===== src/rtl/wb_stage.sv =====
// Writeback stage: MEM/WB pipeline register, result select, load alignment
// and extension, register file write port, WB-to-EX forwarding bus and the
// retired-instruction counter.
module wb_stage #(
    parameter int XLEN  = 32,
    parameter int CNT_W = 64
) (
    input  logic             clk,
    input  logic             rst,
    input  logic             mem_valid,
    input  logic             flush,
    input  logic [4:0]       mem_rd,
    input  logic             mem_reg_wr,
    input  logic [1:0]       mem_wb_sel,
    input  logic [2:0]       mem_funct3,
    input  logic [XLEN-1:0]  mem_alu_res,
    input  logic [XLEN-1:0]  mem_load_data,
    input  logic [XLEN-1:0]  mem_pc4,
    output logic [4:0]       wr_reg,
    output logic [XLEN-1:0]  wr_data,
    output logic             reg_wr,
    output logic             fwd_valid,
    output logic [4:0]       fwd_rd,
    output logic [XLEN-1:0]  fwd_data,
    output logic             misalign,
    output logic [CNT_W-1:0] instret
);

    localparam logic [1:0] SEL_ALU  = 2'b00;
    localparam logic [1:0] SEL_LOAD = 2'b01;
    localparam logic [1:0] SEL_PC4  = 2'b10;

    // Stage register contents
    logic             valid_reg;
    logic [4:0]       rd_reg;
    logic             reg_wr_en_reg;
    logic [1:0]       wb_sel_reg;
    logic [2:0]       funct3_reg;
    logic [XLEN-1:0]  alu_res_reg;
    logic [XLEN-1:0]  load_data_reg;
    logic [XLEN-1:0]  pc4_reg;
    logic [CNT_W-1:0] instret_reg;

    // Derived combinational values
    logic [7:0]       lane [4];
    logic [1:0]       addr;
    logic [7:0]       byte_val;
    logic [15:0]      half_val;
    logic [XLEN-1:0]  load_val;
    logic             load_misaligned;
    logic [XLEN-1:0]  sel_val;
    logic             misalign_int;
    logic             retire;

    // Capture the retiring instruction from MEM; flush overrides mem_valid
    always_ff @(posedge clk or posedge rst) begin
        if (rst) begin
            valid_reg     <= 1'b0;
            rd_reg        <= '0;
            reg_wr_en_reg <= 1'b0;
            wb_sel_reg    <= SEL_ALU;
            funct3_reg    <= '0;
            alu_res_reg   <= '0;
            load_data_reg <= '0;
            pc4_reg       <= '0;
        end else begin
            valid_reg     <= mem_valid & ~flush;
            rd_reg        <= mem_rd;
            reg_wr_en_reg <= mem_reg_wr;
            wb_sel_reg    <= mem_wb_sel;
            funct3_reg    <= mem_funct3;
            alu_res_reg   <= mem_alu_res;
            load_data_reg <= mem_load_data;
            pc4_reg       <= mem_pc4;
        end
    end

    // Split the loaded word into byte lanes, lane 0 being the lowest byte
    generate
        for (genvar gi = 0; gi < 4; gi++) begin : g_lane
            assign lane[gi] = load_data_reg[8*gi +: 8];
        end
    endgenerate

    assign addr     = alu_res_reg[1:0];
    assign byte_val = lane[addr];
    assign half_val = addr[1] ? {lane[3], lane[2]} : {lane[1], lane[0]};

    // Align/extend load data and flag misaligned halfword/word accesses
    always_comb begin
        load_val        = load_data_reg;
        load_misaligned = 1'b0;
        case (funct3_reg)
            3'b000: load_val = {{(XLEN-8){byte_val[7]}}, byte_val};
            3'b100: load_val = {{(XLEN-8){1'b0}}, byte_val};
            3'b001: begin
                load_val        = {{(XLEN-16){half_val[15]}}, half_val};
                load_misaligned = addr[0];
            end
            3'b101: begin
                load_val        = {{(XLEN-16){1'b0}}, half_val};
                load_misaligned = addr[0];
            end
            // lw and any unassigned code behave as a full-word load
            default: begin
                load_val        = load_data_reg;
                load_misaligned = (addr != 2'b00);
            end
        endcase
    end

    // Result source select; the reserved code falls back to the ALU result
    always_comb begin
        sel_val = alu_res_reg;
        case (wb_sel_reg)
            SEL_LOAD: sel_val = load_val;
            SEL_PC4:  sel_val = pc4_reg;
            default:  sel_val = alu_res_reg;
        endcase
    end

    assign misalign_int = valid_reg & (wb_sel_reg == SEL_LOAD) & load_misaligned;
    assign retire       = valid_reg & ~misalign_int;

    // Write port and forwarding bus are driven only from the stage register
    assign reg_wr    = valid_reg & reg_wr_en_reg & (rd_reg != 5'd0) & ~misalign_int;
    assign wr_reg    = valid_reg ? rd_reg  : 5'd0;
    assign wr_data   = valid_reg ? sel_val : '0;
    assign fwd_valid = reg_wr;
    assign fwd_rd    = wr_reg;
    assign fwd_data  = wr_data;
    assign misalign  = misalign_int;
    assign instret   = instret_reg;

    // Count every retired instruction, writing or not; wraps silently
    always_ff @(posedge clk or posedge rst) begin
        if (rst) begin
            instret_reg <= '0;
        end else if (retire) begin
            instret_reg <= instret_reg + CNT_W'(1);
        end
    end

endmodule


===== config.mk =====
export PLATFORM = sky130hd
export DESIGN_NAME = wb_stage
export DESIGN_NICKNAME = d
export VERILOG_FILES = /design/src/rtl/wb_stage.sv
export SDC_FILE = /design/constraint.sdc
export NUM_CORES = 1
export LEC_CHECK = 0
export CORE_MARGIN = 4
export CORE_UTILIZATION = 46
export CTS_BUF_LIST = sky130_fd_sc_hd__clkbuf_8 sky130_fd_sc_hd__clkbuf_16
export CTS_CLUSTER_SIZE = 40
export DETAILED_ROUTE_END_ITERATION = 10
export GPL_TIMING_DRIVEN = 0
export PLACE_DENSITY = 0.91
export REMOVE_ABC_BUFFERS = 1
export SETUP_SLACK_MARGIN = 0.2
export SLEW_MARGIN = 40
export SYNTH_ARGS = -nofsm -noshare
export SYNTH_HDL_FRONTEND = slang
export SYNTH_SLANG_ARGS = --single-unit

===== constraint.sdc =====
create_clock -name clk -period 6.55 [get_ports clk]
set_input_delay 0.655 -clock clk [delete_from_list [all_inputs] [get_ports clk]]
set_output_delay 0.655 -clock clk [all_outputs]
set_load 0.005 [all_outputs]

==> results.ini <==
[run_status]
outcome = finished clean

[clock_network]
clockRootBuffer = clkbuf_16
cts_tree = built
cts_post_setup_buffers_inserted = 0
insertion_delay_ns = 0.43
path_clk_slew_ns = 0.06
ctsHtreeMaxLevel = 4
cts_buffers = 17
post_cts_resized = 0
clock_sinks = 172
cts.path.max_buffers = 2
postCtsHoldBufs = 0

[grt]
grt_start_max_net_pins = 72
grt_overflow = 0
grt_usage_pct = 25.18
grt_pass1_vias = 6373
grt_pass1_wl_um = 34890
antenna_found_initial = 1

[timing]
setup_viol = 0
hold_viol_final = 0
rsz0062_at_grt = no
finalCriticalPeriod_ns = 3.915
worstMarginPinSlew_ns = 0.7283
hold_ws_ns = 0.4720
fin_skew_ns = 0.008263
timing.final.crit_share_pct = 59.78
clock.fmax_mhz = 255.4
maxSlewHeadroom_pct = 51.45
finalMaxSlewViolations = 0

[logic_synthesis]
ys_top_cells_by_count = 172 x dfrtp_1, 50 x o21ai_0, 40 x nand2_1
synthArstFlopShare_pct = 100.0
synth_edf_count = 0
synth_top_area_share_pct = 58.46
ys_seq_elements = 172
yosys.area.top_type = dfrtp_1
seq_area_frac_synth_pct = 58.46
postSynthAreaPerCell_um2 = 11.50
ys.flop_type = dfrtp_1
netlist_area_um2 = 7362
yosys.cell_types.count = 50
syn_inst = 640
ys_warn_count = 0
ys_top_cells_by_area = dfrtp_1 58%, buf_4 4.0%, xnor2_1 3.8%
post-synth-top-count-cell = dfrtp_1

[critical_path]
crit_family = flip-flops
critical_path_buf_inv_count = 2
crit_type = reg -> out
reg2reg_slack_ns = 3.82
cpMaxStageDelayCell = dfrtp_2
crit_path_max_incr_delay_ns = 0.77
crit_fanout = 28
reg2reg_depth = 6
endpoint_kind = primary output
startpoint_type = flop
path_depth = 6
startpoint = alu_res_reg[1]
required_ns = 5.89
r2r_start = wb_sel_reg[0]
r2r-end = instret[53]
cp_data_arrival_time_ns = 3.26
crit_chain = mux4_2 > nor3_1 > o21a_1 > buf_6 > a21oi_1 > clkdlybuf4s50_1

[floorplanning]
dieWidth_um = 134.5
io_pins = 252
coreArea_um2 = 15430
die_height_um = 134.5
dieArea_um2 = 18090
initial_core_util_pct = 47.72
num_rows = 45

[place]
gp_congestion = 0.8572
io_buffers = 251
hpwl_um = 16010

[detailed_routing]
wl_um = 22880
routed_via_density = 5.656
drc = 0
postRouteAntennaNets = 0
drtPass1Iterations = 5
first_iter_violations = 301
routedWlPerCell_um = 21.38
vias = 6052

[min_path]
hp-class = reg -> reg
hold_path_depth = 1
min_to = instret[63]
hp-start = instret[63]

[power]
leakage_nw = 4.321
p_total_mw = 2.441
ir_drop_uv = 191.3
powerDensity_nw_per_um2 = 235.4

[finish]
area_delta_synth_final_pct = 40.87
nets = 959
largest_reg_flops = 64
layout-drive-gt1-share_pct = 6.993

[run]
cap_violations = 0

-- where the power goes --
group	switching (mW)	total, mW	internal, mW
sequential	0.0481	1.16	1.11
clock	0.417	0.982	0.566
combinational	0.128	0.299	0.171
-- worst max-delay path by stage --
| stage | to | slack (ns) |
|---|---|---|
| detailed placement | fwd_data[19] | 2.87 |
| floorplan | alu_res_reg[0] | 1.23 |
| finish | wr_data[25] | 2.63 |
| global placement | alu_res_reg[21] | -0.89 |
| global route | fwd_data[2] | 2.53 |
| CTS | fwd_data[19] | 2.37 |
-- cells in the final DEF, fill, tap and decap left out, types with 12 or more instances in the layout --
cell	n
clkdlybuf4s50_1	251
dfrtp_1	170
a21oi_1	32
nand2_1	40
nor2_1	14
nand3_1	25
xor2_1	31
clkbuf_16	17
o22ai_1	14
and3_1	13
o21ai_0	50
xnor2_1	32
a22oi_1	23
inv_1	12
nand4_1	19
nor3_1	18
-- per-layer routing --
metal,GRT usage (%),vias to the layer above,routed length (um)
met1,29.25,3045,8496
met2,43.16,310,11490
met3,8.793,45,2275
met4,9.446,2,590
met5,0,-,18
li1,-,2650,-
-- logic make-up (layout without fill, tap and decap cells) --
group / Yosys count / after routing / synth area share [%]
multiplexers: 11 / 11 / 1.700
buffers and inverters: 79 / 297 / 6.373
other: 0 / 1 / 0
XOR/XNOR: 63 / 63 / 7.495
flip-flops: 172 / 172 / 58.46
adder cells (fa/ha/maj): 3 / 3 / 0.5099
AND/OR/NAND/NOR: 180 / 180 / 14.79
AO/OA/AOI/OAI: 132 / 132 / 10.67
-- stage by stage --
step | cells | worst slack (ns) | cell area (um2) | util, % | TNS [ns]
6_report | 1070 | 2.635 | 10370 | 67.23 | 0
2_1_floorplan | 571 | 1.235 | 6930 | - | 0
5_1_grt | 1069 | 2.534 | 10370 | 67.21 | 0
3_5_place_dp | 1036 | 2.866 | 9786 | 63.43 | 0
4_1_cts | 1068 | 2.374 | 10360 | 67.14 | 0
3_3_place_gp | 1033 | -0.8897 | 9707 | 62.92 | -151.26
-- cell type report --
| type | instances | area [um2] |
|---|---|---|
| fillers | 1133 | 5056 |
| flip-flops and latches | 172 | 4307 |
| multi-input cells | 389 | 2591 |
| repair buffers | 255 | 2590 |
| clock buffers | 18 | 439.2 |
| well taps | 211 | 264.0 |
| clock inverters | 14 | 132.6 |
| inverters | 10 | 45.04 |
| diodes | 1 | 2.502 |
Power figures use the tool's default switching activity.
